`config.mk`:
```
export PLATFORM = sky130hd
export DESIGN_NAME = split_eval_seq
export DESIGN_NICKNAME = d
export VERILOG_FILES = /design/src/rtl/split_eval_pkg.sv /design/src/rtl/split_seen_bitmap.sv /design/src/rtl/split_eval_seq.sv
export SDC_FILE = /design/constraint.sdc
export NUM_CORES = 1
export LEC_CHECK = 0
export BUFFER_PORTS_ARGS = -buffer_cell sky130_fd_sc_hd__buf_4
export CAP_MARGIN = 20
export CORE_UTILIZATION = 62
export DETAILED_ROUTE_END_ITERATION = 10
export GPL_TIMING_DRIVEN = 1
export PLACE_DENSITY = 0.89
export SLEW_MARGIN = 20
export SYNTH_ARGS = -nofsm -noshare
export SYNTH_HDL_FRONTEND = slang
export SYNTH_SLANG_ARGS = --single-unit
```
`constraint.sdc`:
```
create_clock -name clk -period 4.1 [get_ports clk]
set_input_delay 0.615 -clock clk [delete_from_list [all_inputs] [get_ports clk]]
set_output_delay 0.615 -clock clk [all_outputs]
set_load 0.01 [all_outputs]
```
`src/rtl/split_eval_pkg.sv`:
```
// Shared encodings for the split evaluator: evaluation modes and FSM states.
package split_eval_pkg;

    localparam int MODE_CONST = 0;
    localparam int MODE_BOUND = 1;
    localparam int MODE_SUM   = 2;

    typedef enum logic {
        ST_COLLECT = 1'b0,
        ST_REPORT  = 1'b1
    } state_t;

endpackage

```
`src/rtl/split_seen_bitmap.sv`:
```
// Per-variable seen bitmap: test-and-set returning the prior bit, with synchronous clear.
module split_seen_bitmap #(
    parameter int NUM_VARS = 150,
    parameter int IDX_W    = 8
) (
    input  logic             clk,
    input  logic             rst,
    input  logic             clr_i,
    input  logic             set_i,
    input  logic [IDX_W-1:0] idx_i,
    output logic             prior_o
);

    logic [NUM_VARS-1:0] bits_q;
    logic [NUM_VARS-1:0] bits_d;

    // Index decode by compare keeps out-of-range indices harmless (prior reads 0, nothing set).
    always_comb begin
        prior_o = 1'b0;
        bits_d  = bits_q;
        for (int i = 0; i < NUM_VARS; i++) begin
            if (32'(idx_i) == i) begin
                prior_o = bits_q[i];
                if (set_i) bits_d[i] = 1'b1;
            end
        end
        if (clr_i) bits_d = '0;
    end

    always_ff @(posedge clk) begin
        if (rst) bits_q <= '0;
        else     bits_q <= bits_d;
    end

endmodule

```
`src/rtl/split_eval_seq.sv`:
```
// Collects one variable assignment beat by beat, then reports the constraint verdict
// and a malformed-assignment flag until the consumer takes it.
//   state      | meaning
//   ST_COLLECT | accepting beats, accumulating flags / evaluator
//   ST_REPORT  | verdict held on x/err until out_ready
module split_eval_seq
    import split_eval_pkg::*;
#(
    parameter int              NUM_VARS = 150,
    parameter int              DATA_W   = 16,
    parameter int              IDX_W    = 8,
    parameter int              MODE     = 0,
    parameter logic [DATA_W-1:0] LIMIT  = '1,
    parameter int              SUM_W    = 24,
    parameter logic [SUM_W-1:0] TARGET  = '0
) (
    input  logic              clk,
    input  logic              rst,
    input  logic              in_valid,
    output logic              in_ready,
    input  logic [IDX_W-1:0]  in_idx,
    input  logic [DATA_W-1:0] in_data,
    input  logic              in_last,
    output logic              out_valid,
    input  logic              out_ready,
    output logic              x,
    output logic              err
);

    localparam int CNT_W = $clog2(NUM_VARS + 1);

    state_t            state_q, state_d;
    logic              range_q, dup_q, ok_q;
    logic [CNT_W-1:0]  cnt_q;
    logic [SUM_W-1:0]  sum_q;

    logic accept, done, in_range, prior, fresh;
    logic err_w, verdict;

    assign accept   = in_valid && (state_q == ST_COLLECT);
    assign done     = (state_q == ST_REPORT) && out_ready;
    assign in_range = 32'(in_idx) < NUM_VARS;
    assign fresh    = accept && in_range && !prior;

    split_seen_bitmap #(
        .NUM_VARS (NUM_VARS),
        .IDX_W    (IDX_W)
    ) u_seen (
        .clk     (clk),
        .rst     (rst),
        .clr_i   (done),
        .set_i   (fresh),
        .idx_i   (in_idx),
        .prior_o (prior)
    );

    always_ff @(posedge clk) begin
        if (rst) state_q <= ST_COLLECT;
        else     state_q <= state_d;
    end

    always_comb begin
        state_d = state_q;
        case (state_q)
            ST_COLLECT: if (accept && in_last) state_d = ST_REPORT;
            ST_REPORT:  if (out_ready)         state_d = ST_COLLECT;
            default:                           state_d = ST_COLLECT;
        endcase
    end

    always_ff @(posedge clk) begin
        if (rst || done) begin
            range_q <= 1'b0;
            dup_q   <= 1'b0;
            ok_q    <= 1'b1;
            cnt_q   <= '0;
            sum_q   <= '0;
        end else if (accept) begin
            if (!in_range) begin
                range_q <= 1'b1;
            end else if (prior) begin
                dup_q <= 1'b1;
            end else begin
                cnt_q <= cnt_q + CNT_W'(1);
                if (in_data > LIMIT) ok_q <= 1'b0;
                sum_q <= sum_q + SUM_W'(in_data);
            end
        end
    end

    assign err_w = range_q | dup_q | (cnt_q != CNT_W'(NUM_VARS));

    always_comb begin
        verdict = 1'b0;
        case (MODE)
            MODE_CONST: verdict = 1'b1;
            MODE_BOUND: verdict = ok_q;
            MODE_SUM:   verdict = (sum_q == TARGET);
            default:    verdict = 1'b0;
        endcase
    end

    always_comb begin
        in_ready  = (state_q == ST_COLLECT);
        out_valid = (state_q == ST_REPORT);
        err       = 1'b0;
        x         = 1'b0;
        if (state_q == ST_REPORT) begin
            err = err_w;
            x   = !err_w && verdict;
        end
    end

endmodule
```
==> results of run 1 <==
-- power by group --
group          leakage (uW)  switching, uW  total (uW)  internal [uW]
combinational       0.00169            298         428            129
sequential          0.00130           5.53        1580           1570
clock              0.000267            720        1530            807
total               0.00326           1020        3530           2510
-- metal layers --
metal  vias to the layer above  global-route usage, %  wire length [um]
li1                       3590                      -                 -
met1                      3835                  52.66             10020
met2                       680                  60.96             11560
met3                       155                  12.45              3666
met4                         0                  24.85              1514
met5                         -                      0                 0
-- worst max path at each step --
stage	to	cells past startpoint
floorplan	u_seen.bits_q[116]$_SDFFE_PP0P_	15
global placement	u_seen.bits_q[99]$_SDFFE_PP0P_	13
detailed placement	u_seen.bits_q[145]$_SDFFE_PP0P_	13
CTS	u_seen.bits_q[63]$_SDFFE_PP0P_	13
global route	u_seen.bits_q[38]$_SDFFE_PP0P_	13
finish	u_seen.bits_q[38]$_SDFFE_PP0P_	13
-- layout by cell type (no fill, tap or decap), types with 4 or more instances in the layout --
cell type                   count
sky130_fd_sc_hd__nor2_1       192
sky130_fd_sc_hd__dfxtp_1      161
sky130_fd_sc_hd__a31oi_1      153
sky130_fd_sc_hd__buf_4         77
sky130_fd_sc_hd__o21ai_0       35
sky130_fd_sc_hd__a21oi_1       34
sky130_fd_sc_hd__nand2_1       30
sky130_fd_sc_hd__mux2i_1       22
sky130_fd_sc_hd__nand3_1       19
sky130_fd_sc_hd__clkbuf_16     17
sky130_fd_sc_hd__inv_1         12
sky130_fd_sc_hd__nor3_1        12
sky130_fd_sc_hd__nor2b_1       12
sky130_fd_sc_hd__mux2_2        12
sky130_fd_sc_hd__o22ai_1       11
sky130_fd_sc_hd__nand2b_1       9
sky130_fd_sc_hd__o221ai_1       9
sky130_fd_sc_hd__o32ai_1        7
sky130_fd_sc_hd__and3_1         7
sky130_fd_sc_hd__inv_6          7
sky130_fd_sc_hd__a221oi_1       6
sky130_fd_sc_hd__o31ai_1        5
sky130_fd_sc_hd__a211oi_1       5
sky130_fd_sc_hd__o2bb2ai_1      5
sky130_fd_sc_hd__o211ai_1       5
sky130_fd_sc_hd__and2_1         4
sky130_fd_sc_hd__a2bb2oi_1      4
sky130_fd_sc_hd__nor3b_1        4
sky130_fd_sc_hd__a32oi_1        4
sky130_fd_sc_hd__o2111ai_1      4
sky130_fd_sc_hd__buf_12         4
-- per-stage QoR --
step | hold WS, ns | cell area (sq um)
after floorplan | 0.4280 | 7985
after global placement | 0.4383 | 8372
after detailed placement | 0.4509 | 8372
after CTS | 0.3980 | 8929
after global routing | 0.4404 | 8929
final | 0.4002 | 8929
-- critical path: cells and delay by family --
| kind | cells | cell delay (ns) |
|---|---|---|
| buffers and inverters | 3 | 0.66 |
| AOI/OAI and AO/OA | 5 | 1.18 |
| and+or+nand+nor | 5 | 1.59 |
-- cell type report --
| class | instances | share of cell area [%] |
|---|---|---|
| Sequential cell | 161 | 36.10 |
| Multi-Input combinational cell | 694 | 47.30 |
| Clock buffer | 18 | 4.919 |
| Clock inverter | 14 | 1.317 |
| Inverter | 14 | 0.5886 |
| Tap cell | 172 | 2.410 |
| Timing Repair Buffer | 81 | 7.371 |
-- sequential cells by signal, indices dropped and copies added (netlist names) --
register	flops
u_seen.bits_q	150
range_q	1
out_valid	1
cnt_q	8
dup_q	1
-- cells by family after synthesis --
logic type	Yosys count
buffers and inverters	115
XOR/XNOR	2
AO/OA/AOI/OAI	325
multiplexers	36
adder cells (fa/ha/maj)	2
AND/OR/NAND/NOR	329
flip-flops	161
==> results, run 1 <==
- The sum of internal, switching and leakage power is 3530 uW.
- In this run the clock root is driven by a sky130_fd_sc_hd__clkbuf_16.
- The worst slack at placement is 0.1372 ns.
- The die extent in x is 115.5 um.
- Counting flops and latches in the post-synthesis netlist gives 161.
- When the netlist entered floorplanning its net count stood at 1001.
- For this design, the CTS-stage hold fixing added 0 buffers.
- The maximum clock insertion buffer count is 2.
- At the end of routability-driven placement, the weighted congestion stood at 0.9912.
- The layout has 988 filler cells.
- The average via count per standard cell is 7.158.
- The height of the die is 115.5 um.
- The critical path is of the input pin to flop type.
- The required time of the critical path is 4.47 ns.
- The count of buffers added on input and output ports is 16.
- Measured against the total synthesized area, the mux share comes to 5.014%.
- STA classifies the critical path endpoint as a flop.
- Across the VDD grid, the largest voltage drop is 0.4014 mV.
- Of the total synthesized cell area, the portion taken by AND, OR, NAND and NOR gates is 19.65%.
- The adder-cell share of the synthesized area is 0.3134%.
- Among all flip-flop cells after synthesis, the most frequent one is sky130_fd_sc_hd__dfxtp_1.
- 33 I/O pins were placed.
- The launch point of the worst path is in_idx[2].
- The half-perimeter wire length after detailed placement is 17520 um.
- Row generation in the floorplan step produced 41 rows.
- For this block, the routed nets add up to 26760 um of wire.
- The final setup violation count is 0.
- The worst path in the final design needs a cycle of 3.711 ns, including I/O delays and setup.
- Setup slack on the critical path of the routed design comes to 0.3886 ns.
- For this run, the share of the core covered by cells in the final layout is 71.04%.
- The count of different cell masters after synthesis is 83.
- In this run the worst hold path is classified as input pin to flop.
- In the global route stage, overall resource usage came out at 41.11%.
- The type of element launching the critical path is an input pin.
- The endpoint identified for the worst register-to-register timing path is u_seen.bits_q[38]$_SDFFE_PP0P_.
- Data arrives at the worst endpoint at 4.08 ns.
- In this design, the critical path's most frequently occurring cell is sky130_fd_sc_hd__buf_4.
- The number of global-route vias before repair is 7469.
- The sequential element share of the synthesized area is 40.36%.
- The number of instances on the worst hold path is 3.
- The register area is 0.003223 sq mm.
- The number of antenna diodes in the final layout is 0.
- The initial utilization of the core area, before any placement, comes to 63.53%.
- The post-synthesis cell count is 970.
- The share of cells above drive strength 1 is 15.17%.
- By count the netlist is led by sky130_fd_sc_hd__nor2_1, sky130_fd_sc_hd__dfxtp_1, sky130_fd_sc_hd__a31oi_1, sky130_fd_sc_hd__clkbuf_1, sky130_fd_sc_hd__o21ai_0.
- The synthesized design devotes to its leading area cell type 40.36% of total area.
- The routed wirelength normalized by instance count is 23.19 um.
- sky130_fd_sc_hd__nor2_1 is the most common cell in the netlist.
- The library cell contributing the largest single delay on the critical path is sky130_fd_sc_hd__nor2_1.
- The period utilization is 90.52%.
- The clock-pin slew reported for the worst setup and hold paths after clock tree synthesis is 0.07 ns.
- The number of clock buffers added by TritonCTS is 17.
- The number of pins exceeding their max-slew limit in the final report came to 0.
- After synthesis, the largest family of logic cells by area is compound AO/OA/AOI/OAI gates.
- The highest achievable clock rate is 0.2694 GHz.
- The number of nets with antenna violations after routing is 0.
- At the later pin of the worst-skew pair, clock insertion delay measures 0.45 ns.
- In this run, the number of DRC markers left after iteration 0 of detailed routing was 1243.
- The number of enable flip-flop cells after synthesis is 0.
- The full die area is 0.01334 sq mm.
- At the end of the flow, the number of nets in the layout was 1000.
- The remaining global-route overflow is 0.
- Once placement completed, the tool counted placed cells totaling 1122.
- The number of gates resized after cts is 0.
- In this run the most critical hold path is launched from in_last.
- The first-pass GRT wire length is 40850 um.
- Max-cap violations in this run came to 0.
- The share of flip-flops with an asynchronous set or reset after synthesis is 0%.
- The number of search-and-repair iterations in the first detailed-routing pass is 6.
- The total core area is 0.01257 sq mm.
- The worst max-slew margin expressed relative to the limit is 18.97%.
- The multi-input combinational cells in the finished layout cover a total of 0.004223 sq mm.
- For this run, the slowest stage of the critical path takes 0.84 ns.
- The depth of the worst register-to-register path is 11.
- A synthesized cell averages 8.232 sq um.
- Of all cell types, the one taking the most synthesized area is sky130_fd_sc_hd__dfxtp_1.
- The worst register-to-register path begins at u_seen.bits_q[140]$_SDFFE_PP0P_.
- The static leakage power is 0.003257 uW.
- The worst register-to-register path has a setup slack of 0.85 ns.
- The total count of hold-check failures in the final report is 0.
- Setup repair after global routing left no endpoint under its margin.
- The run finished with clean final reports.
- The post-CTS setup repair buffer count is 0.
- Leaving out filler cells and counting taps, the final layout contains 1154.
- The H-tree generated during clock tree synthesis spans 4 levels.
- In the final timing run, aggregate negative setup slack is 0 ns.
- The initial antenna violation count is 0.
- The via count is 8260.
- The worst hold path terminates at out_valid$_SDFF_PP0_.
- Summing the areas of all xor and xnor instances in the mapped netlist gives 0.2194% of the synthesized area.
- In the post-synthesis netlist, the biggest area contributors are sky130_fd_sc_hd__dfxtp_1, sky130_fd_sc_hd__a31oi_1, sky130_fd_sc_hd__nor2_1.
- Relative to the synthesized area, the layout overhead comes to 11.81%.
- The maximum number of pins on one net before global-route repair is 64.
- The post-synthesis cell area is 0.007985 sq mm.
- For this design the ratio of total power to cell area is 395.4 mW/mm^2.
- The clock tree from TritonCTS is yes.
- Yosys printed 0 warnings.
- Of all nets on the critical path, the largest fanout is 57.
- The signal on the critical path passes through buf_4, nor2_1, a32o_1, o311ai_1, and3_1, o211a_1, o2111a_1, nor3_1, buf_4, or2_4, buf_12, nand3_1, a21oi_1.
- For the pin with the worst max-slew slack, the measured transition is 1.211 ns.
- The post-synthesis compound-gate area fraction is 27.04%.
- Clock tree synthesis found a total of 161 sinks.
- The clock arrives with 0.008163 ns of skew.
- The total DRC errors in the routed layout is 0.
Power figures use the tool's default switching activity.
==> inputs of run 2 (changes only) <==
- ABC_AREA: default -> 1
- CORE_ASPECT_RATIO: default -> 1.75
==> run 2 against run 1 <==
Effect of this change: the run now fails in global routing; synthesized area is 2.3% higher; synthesized cell count is 27% higher.
==> results, run 2 <==
- The run stopped with a tool error.
- The failing step is global routing.
- The tool reported: "[ERROR GRT-0232] Routing congestion too high. Check the congestion heatmap in the GUI".
- The maximum number of pins on one net before global-route repair is 162.
- The fraction of synthesized cell area taken by the top area cell type is 39.44%.
- After synthesis, the cell types taking the most area are sky130_fd_sc_hd__dfxtp_1, sky130_fd_sc_hd__nand4_1, sky130_fd_sc_hd__a21oi_1.
- The half-perimeter wire length after detailed placement is 14930 um.
- 33 I/O pins were placed.
- Buffers inserted during clock tree synthesis total 17.
- Prior to clock tree synthesis, the placed netlist has a worst setup slack of -3.722 ns.
- In this run the mean area of a mapped cell was 6.654 sq um.
- At the end of routability-driven placement, the weighted congestion stood at 0.8489.
- The number of different library cells used by synthesis comes to 25.
- The post-synthesis cell area is 0.008172 sq mm.
- The post-synthesis cell count is 1228.
- The count of warnings emitted by yosys is 0.
- The die extent in x is 88.79 um.
- The number of port buffers is 16.
- The category of the worst endpoint is a register data pin.
- The TritonCTS sink count is 161.
- The height of the die is 153.9 um.
- Synthesis produced a netlist with a net count of 1259.
- In this run the number of H-tree levels came out at 4.
- Once global-route timing repair stopped, the endpoint with the least setup slack was u_seen.bits_q[80]$_SDFFE_PP0P_/D.
- Row generation in the floorplan step produced 55 rows.
- The initial utilization of the core area, before any placement, comes to 63.50%.
- For this run, the register share of the synthesized area comes to 39.44%.
- The share of flip-flops with an asynchronous set or reset after synthesis is 0%.
- The top cell type by total area after synthesis is sky130_fd_sc_hd__dfxtp_1.
- The placed instance area is 0.009319 sq mm.
- sky130_fd_sc_hd__nand4_1 is the most common cell in the netlist.
- The synthesized design contains 0 enable-type register cells.
- The remaining global-route overflow is 93.
- The maximum clock insertion buffer count is 2.
- The hold buffer count at CTS is 0.
- The predominant post-synthesis flop cell is sky130_fd_sc_hd__dfxtp_1.
- The number of placed instances, taps included, is 1473.
- After synthesis, the most frequently instantiated cells are sky130_fd_sc_hd__nand4_1, sky130_fd_sc_hd__nor2_1, sky130_fd_sc_hd__inv_1, sky130_fd_sc_hd__a21oi_1, sky130_fd_sc_hd__nand2_1.
- The combined global-route utilization of all metal layers is 83.75%.
- The root buffer cell chosen for the clock tree is sky130_fd_sc_hd__clkbuf_16.
- In this run, synthesis produced a sequential element count of 161.
run 2: timing repair:
action                     4_1_cts
setup endpoints to repair      158
gates resized for setup         44
gates cloned                     8
setup buffers                   10
pin swaps                        9
hold endpoints to repair         0
run 2: logic make-up after synthesis:
| family | share of synthesized area (%) |
|---|---|
| AO/OA/AOI/OAI | 11.59 |
| XOR/XNOR | 0.6431 |
| adder cells (fa/ha/maj) | 0.3062 |
| buffers and inverters | 14.44 |
| flip-flops | 39.44 |
| AND/OR/NAND/NOR | 33.58 |
run 2: per-stage QoR:
step / hold WS (ns) / util [%]
CTS: 0.4287 / 80.45
detailed placement: 0.4397 / 72.42
global placement: 0.4357 / 72.42
floorplan: 0.4300 / -
run 2: metal layers:
layer	GRT overflow	GRT usage, %
met1	7	83.27
met2	58	93.92
met3	5	77.08
met4	23	78.49
met5	0	55.73
==> inputs of run 3 (changes only) <==
- CORE_ASPECT_RATIO: 1.75 -> default
- CORE_UTILIZATION: 62 -> 40
- PLACE_DENSITY: 0.89 -> default
- PLACE_DENSITY_LB_ADDON: default -> 0.15
==> run 3 against run 2 <==
Effect of this change: the flow now finishes, with violations (negative setup slack); synthesized cell count did not move; synthesized area is the same.
==> results, run 3 <==
- The post-synth net total is 1259.
- The routed layout has 8532 vias.
- The final setup violation count is 158.
- The maximum clock insertion buffer count is 2.
- After synthesis the cells add up to 0.008172 sq mm.
- The netlist uses 25 different library cells.
- In this run the worst setup path begins at in_idx[5].
- In this run the critical register-to-register path is captured at u_seen.bits_q[10]$_SDFFE_PP0P_.
- In this run the mean area of a mapped cell was 6.654 sq um.
- The source of the worst register-to-register timing path is u_seen.bits_q[1]$_SDFFE_PP0P_.
- Detailed placement finished with a half-perimeter wire length of 14790 um.
- The cell with the most instances after synthesis is sky130_fd_sc_hd__nand4_1.
- In the final layout, the registers with the most flip-flops are u_seen.bits_q (150), cnt_q (8).
- Leaving out fill and tap cells, the most frequent cell in the layout is sky130_fd_sc_hd__nand4_1.
- Counting flops and latches in the post-synthesis netlist gives 161.
- The combined global-route utilization of all metal layers is 23.98%.
- The number of nets at the end of the flow is 1375.
- The clock latency on the worst-skew pair is 0.44 ns.
- The worst ir drop on vdd is 0.2444 mV.
- The part of the total power dissipated in combinational logic is 10.9%.
- The die is 144.9 um tall.
- For the worst flop-to-flop path, the logic depth is 82.
- Of all cell types, the one taking the most synthesized area is sky130_fd_sc_hd__dfxtp_1.
- At the worst endpoint, the arrival time is 7.64 ns.
- The number of flip-flops in the largest register is 150.
- In the routed design, unresolved DRC markers number 0.
- The number of global-route vias before repair is 7662.
- Following the worst setup path forward leads to its endpoint at u_seen.bits_q[10]$_SDFFE_PP0P_.
- The sequential group share of total power is 43.8%.
- By count the netlist is led by sky130_fd_sc_hd__nand4_1, sky130_fd_sc_hd__nor2_1, sky130_fd_sc_hd__inv_1, sky130_fd_sc_hd__a21oi_1, sky130_fd_sc_hd__nand2_1.
- Setup repair after global routing could not meet its margin everywhere.
- The kind of critical path is input pin to flop.
- The placed instances occupy a cell area of 0.009387 sq mm.
- Static timing analysis puts the maximum clock frequency at 0.1375 GHz.
- STA classifies the critical path endpoint as a flop.
- 33 I/O pins were placed.
- The flop-to-flop setup slack is -3.01 ns.
- The share of flip-flops with an asynchronous set or reset after synthesis is 0%.
- The startpoint of the most critical hold path is in_last.
- The H-tree depth reported by CTS is 4.
- The number of antenna diodes in the final layout is 0.
- The checks that failed: negative setup slack.
- The period utilization is 177.4%.
- The flow ran to the end, but the final reports show violations.
- The core region is 0.01972 sq mm.
- The highest metal layer carrying signal wires in the routed design is met4.
- The required time of the critical path is 4.47 ns.
- For the pin with the worst max-slew slack, the measured transition is 0.8334 ns.
- The setup TNS is -488.20 ns.
- The total count of hold-check failures in the final report is 0.
- For this run, the leading register cell type out of synthesis is sky130_fd_sc_hd__dfxtp_1.
- Yosys printed 0 warnings.
- Net switching is 25.24% of the power.
- Counting every sink on the clock net gives 161.
- Internal power comes to 2682 uW.
- The clock network burns 45.3% of the power.
- The full die area is 0.02100 sq mm.
- The number of search-and-repair iterations in the first detailed-routing pass is 5.
- The count of nets left with antenna violations once routing finished came out at 0.
- The number of max-cap violations is 0.
- The detailed-route wire length is 26280 um.
- Buffers placed on the I/O ports in this run total 16.
- The area added between synthesis and finish is 30.01%.
- The sum of internal, switching and leakage power is 3587 uW.
- Leaving out fill and tap cells, the most frequent cells in the layout are sky130_fd_sc_hd__nand4_1, sky130_fd_sc_hd__inv_1, sky130_fd_sc_hd__nor2_1.
- After clock tree synthesis, the clock-pin slew on the worst setup and hold paths is 0.07 ns.
- The delay contributed by the slowest stage of the critical path is 0.16 ns.
- The type of element launching the critical path is an input pin.
- The final worst slack is -3.173 ns.
- The number of pins exceeding their max-slew limit in the final report is 0.
- The initial antenna violation count is 0.
- The global placer's final weighted congestion is 0.8048.
- The remaining global-route overflow is 0.
- The final critical path time including I/O delays and setup is 7.273 ns.
- Among all stages on the critical path, the largest delay is contributed by sky130_fd_sc_hd__clkbuf_16.
- The path category of the worst min-delay check is input pin to flop.
- In this run the power spent charging and discharging nets is 905.5 uW.
- Dividing the detail-routed wire length by the instance count gives 16.20 um.
- The sequential element share of the synthesized area is 39.44%.
- The largest clock skew in the final design is 0.01171 ns.
- The first routing iteration left 732 violations.
- The cell row count is 51.
- The power per cell area is 337.7 mW/mm^2.
- The top register by number of flip-flops is u_seen.bits_q.
- The fraction of synthesized cell area taken by the top area cell type is 39.44%.
- Measured against its own limit, the worst slew margin works out to 44.44%.
- The first-pass GRT wire length is 40070 um.
- The count of fill cells added during filler insertion is 1908.
- Counting every instance in the synthesized netlist gives 1228.
- Once the floorplan was initialized, standard cells occupied 41.44% of the core.
- The routed metal-1 wirelength is 12130 um.
- Using the TritonRoute via totals, the vias-per-cell ratio works out to 5.260.
- For this design the static power due to leakage is 0.003676 uW.
- The tree is rooted in a sky130_fd_sc_hd__clkbuf_16.
- TritonCTS built the clock tree.
- Ranked by total cell area, the synthesized netlist is headed by sky130_fd_sc_hd__dfxtp_1, sky130_fd_sc_hd__nand4_1, sky130_fd_sc_hd__a21oi_1.
- In this design, the critical path's most frequently occurring cell is sky130_fd_sc_hd__nand4_1.
- Once layout is done, the placed cells without fillers occupy 0.01062 sq mm.
- In this run the worst path has a maximum fanout of 6.
- In the final layout, the share of cells above drive strength 1 is 19.23%.
- The number of buffers inserted during clock tree synthesis is 17.
- Wire segments on met2 add up to 12050 um in the final route.
- Entering global routing, the biggest net connects 70 pins.
- Wire segments on met3 add up to 1418 um in the final route.
- The number of enable flip-flop cells after synthesis is 0.
- From left edge to right edge, the die measures 144.9 um.
## run 3: cell counts after synthesis
Identical to the previous run, type by type.
## run 3: final cells by class
cell class / count / area [sq um] / area share [%]
timing repair buffer: 181 / 1765 / 16.62
multi-input combinational: 784 / 3955 / 37.23
inverter: 199 / 754.5 / 7.102
tap: 265 / 331.6 / 3.121
clock buffer: 24 / 491.7 / 4.628
sequential: 161 / 3223 / 30.34
clock inverter: 8 / 102.6 / 0.9657
## run 3: timing repair
item                       in CTS  in global routing
pin swaps                       8                 12
hold buffers                    0                  0
setup endpoints to repair     158                158
buffers inserted                5                  7
cloned                          6                 10
gates resized for setup        40                 34
hold endpoints to repair        0                  0
## run 3: through the flow
stage	utilization [%]	hold slack, ns	setup WS, ns	cells
after CTS	52.37	0.4175	-3.158	1610
after global placement	47.60	0.4366	-3.605	1567
final	53.88	0.4303	-3.173	1622
after global routing	53.88	0.4434	-4.401	1622
after detailed placement	47.60	0.4398	-3.695	1567
after floorplan	-	0.4300	-2.336	1228
## run 3: worst min path at each step
stage | slack [ns] | cells after the start | to
2_1_floorplan | 0.43 | 2 | u_seen.bits_q[100]$_SDFFE_PP0P_
3_3_place_gp | 0.44 | 2 | u_seen.bits_q[122]$_SDFFE_PP0P_
3_5_place_dp | 0.44 | 2 | u_seen.bits_q[23]$_SDFFE_PP0P_
4_1_cts | 0.42 | 3 | out_valid$_SDFF_PP0_
5_1_grt | 0.44 | 3 | out_valid$_SDFF_PP0_
6_report | 0.43 | 3 | out_valid$_SDFF_PP0_
## run 3: critical path, delay by kind of cell
family                 cells  cell delay, ns
and+or+nand+nor           78            6.37
buffers and inverters      4            0.49
AOI/OAI and AO/OA          1            0.14
## run 3: power groups by stage
| stage | Sequential, uW | Combinational (uW) | Clock [uW] |
|---|---|---|---|
| 2_1_floorplan | 1610 | 172 | 0 |
| 4_1_cts | 1570 | 339 | 1650 |
| 6_report | 1570 | 390 | 1630 |
| 3_3_place_gp | 1610 | 288 | 0 |
| 3_5_place_dp | 1610 | 286 | 0 |
| 5_1_grt | 1570 | 412 | 1710 |
## run 3: metal layers
metal	GRT usage [%]	vias up
met5	0	-
met4	8.085	0
met3	3.931	43
met2	38.65	222
met1	32.37	3980
li1	-	4287
## run 3: logic make-up (layout without fill, tap and decap cells)
group / Yosys count / after routing / synth area share [%]
buf+inv: 284 / 412 / 14.44
simple gates: 586 / 587 / 33.58
compound gates: 189 / 189 / 11.59
xor+xnor: 6 / 6 / 0.6431
fa+ha+maj: 2 / 2 / 0.3062
flops: 161 / 161 / 39.44
==> inputs of run 4 (changes only) <==
- REMOVE_ABC_BUFFERS: default -> 1
==> run 4 against run 3 <==
Effect of this change: the run still ends with negative setup slack left; clock-buffer cell count fell by 3; worst setup slack worse by 0.31 ns; global-route usage increased by 0.76 points; clock power hardly changed; fmax down 4.0%; largest power group unchanged; highest routed layer unchanged.
==> results, run 4 (synthesized netlist as in run 3, its figures left out) <==
- Input and output buffers added on the ports amount to 16.
- The worst hold path begins at in_last.
- The net count of the finished layout is 1386.
- The required time of the critical path is 4.47 ns.
- Counting I/O delays and the setup requirement, the final critical path takes 7.579 ns.
- The cell family contributing the most delay on the critical path is simple AND/OR/NAND/NOR gates.
- The final worst slack is -3.479 ns.
- Once detail routing completed, the nets flagged for antenna violations numbered 0.
- Ranked by flip-flop count, first place goes to u_seen.bits_q.
- The number of pins exceeding their max-slew limit in the final report is 0.
- The register with the most flip-flops in the layout has 150 of them.
- In the final layout, the share of cells above drive strength 1 is 19.30%.
- After detailed routing, the total wire length is 25870 um.
- At the end of routability-driven placement, the weighted congestion stood at 0.8463.
- In this run the static leakage power is 0.003770 uW.
- The die extent in x is 144.9 um.
- The library cell used most frequently in the layout, excluding fill and tap cells, is sky130_fd_sc_hd__nand4_1.
- The total count of hold-check failures in the final report is 0.
- STA classifies the critical path endpoint as a flop.
- The via count is 8561.
- The number of buffer and inverter instances along the worst setup path is 4.
- Headroom to the max-slew limit came out at 51.04%.
- Dividing the detail-routed wire length by the instance count gives 15.84 um.
- For this run the aggregate overflow at the end of global routing stands at 0.
- Once layout is complete, the utilization of the core stands at 54.25%.
- The worst ir drop on vdd is 0.2663 mV.
- Summed over all nets, the half-perimeter wirelength after detailed placement is 14860 um.
- The H-tree depth reported by CTS is 4.
- Clock tree synthesis inserted a total of 17 buffers.
- The top cell types in the final layout, fill and taps aside, are sky130_fd_sc_hd__nand4_1, sky130_fd_sc_hd__inv_1, sky130_fd_sc_hd__nor2_1.
- The floorplan has 51 rows.
- Setup repair after global routing could not meet its margin everywhere.
- The flow ran to the end, but the final reports show violations.
- The slowest stage of the critical path belongs to the cell sky130_fd_sc_hd__bufbuf_16.
- The path category of the worst min-delay check is input pin to flop.
- The source of the worst register-to-register timing path is u_seen.bits_q[1]$_SDFFE_PP0P_.
- Adding up every negative setup slack in the final design gives -534.28 ns.
- The die is 144.9 um tall.
- In this run the clock root is driven by a sky130_fd_sc_hd__clkbuf_16.
- The power per cell area is 336.4 mW/mm^2.
- The worst endpoint data arrival time is 7.95 ns.
- The launch point of the worst path is in_idx[2].
- The total DRC errors in the routed layout is 0.
- Relative to the synthesized area, the layout overhead comes to 30.90%.
- The clock reaches the later pin of the worst-skew pair after 0.44 ns.
- The critical path is of the input pin to flop type.
- CTS saw 161 sinks.
- The largest single stage delay on the critical path is 0.27 ns.
- In this run the standard cell core region covers 0.01972 sq mm.
- The period utilization is 184.9%.
- The average via count per standard cell is 5.242.
- The slew at the pin with the worst max-slew slack is 0.7344 ns.
- The clock passes through at most 2 buffers.
- The effective utilization at floorplan is 41.44%.
- The most numerous cell type found on the critical path is sky130_fd_sc_hd__nand4_1.
- After the first detailed-routing iteration, the DRC count stood at 623.
- The maximum number of pins on one net before global-route repair is 116.
- TritonCTS built the clock tree.
- The number of global-route vias before repair is 8107.
- The biggest fanout along the worst timing path is 8.
- The filler cells instantiated in the layout total 1882.
- The full die area is 0.02100 sq mm.
- The clock-pin slew reported for the worst setup and hold paths after clock tree synthesis is 0.07 ns.
- The antenna diode count is 0.
- For the final database, setup skew stands at 0.007842 ns.
- The number of search-and-repair iterations in the first detailed-routing pass is 5.
- The combined global-route utilization of all metal layers is 24.74%.
- The number of top-level design ports is 33.
- Setup violations remaining at the end of the flow were counted as 158.
- In the final layout, the registers with the most flip-flops are u_seen.bits_q (150), cnt_q (8).
- The checks that failed: negative setup slack.
- The highest achievable clock rate is 0.1319 GHz.
- The initial antenna violation count was 0.
- The number of max-cap violations is 0.
- The type of element launching the critical path is an input pin.
- The first global-routing pass estimated 41390 um of wire.
## run 4: cell type report
cell class / instances / area (sq um) / area share (%)
Clock inverter: 11 / 130.1 / 1.217
Sequential cell: 161 / 3223 / 30.13
Multi-Input combinational cell: 783 / 3902 / 36.48
Tap cell: 265 / 331.6 / 3.100
Timing Repair Buffer: 193 / 1889 / 17.66
Inverter: 199 / 749.5 / 7.007
Clock buffer: 21 / 470.5 / 4.398
## run 4: what timing repair did
action	CTS	global route
resized for setup	45	20
buffers inserted	11	6
pin swaps	11	17
cloned	9	3
setup endpoints to repair	158	158
hold buffers	0	0
## run 4: final timing paths
path	to	slack (ns)	cells past startpoint
max	u_seen.bits_q[118]$_SDFFE_PP0P_	-3.48	85
min	out_valid$_SDFF_PP0_	0.43	3
max reg2reg	u_seen.bits_q[118]$_SDFFE_PP0P_	-3.30	81
min reg2reg	u_seen.bits_q[45]$_SDFFE_PP0P_	0.45	2
## run 4: per-stage QoR
step / power, uW / cell area (sq um) / hold slack (ns) / instances / worst slack [ns]
2_1_floorplan: 1736 / 7739 / 0.4300 / 1143 / -4.248
3_3_place_gp: 1909 / 9492 / 0.4361 / 1576 / -3.867
3_5_place_dp: 1910 / 9492 / 0.4399 / 1576 / -3.963
4_1_cts: 3611 / 10600 / 0.4195 / 1628 / -3.441
5_1_grt: 3706 / 10700 / 0.4309 / 1633 / -4.585
6_report: 3598 / 10700 / 0.4294 / 1633 / -3.479
## run 4: layer usage
metal,routed length (um),track usage [%],up-vias,share of wire [%]
met5,0,0,-,0
met4,677,9.574,0,2.6
met3,1216,4.748,51,4.7
met2,11900,40.14,191,46
met1,12070,32.27,4002,47
li1,-,-,4317,-
## run 4: report_power, final
part	switching, uW	internal (uW)
Sequential	3.45	1570
Combinational	230	162
Clock	684	950
Total	918	2680
## run 4: worst min-delay path, cell delays in order
cell,delay (ns)
sky130_fd_sc_hd__buf_4,0.08
sky130_fd_sc_hd__a21oi_1,0.05
sky130_fd_sc_hd__nor2_1,0.09
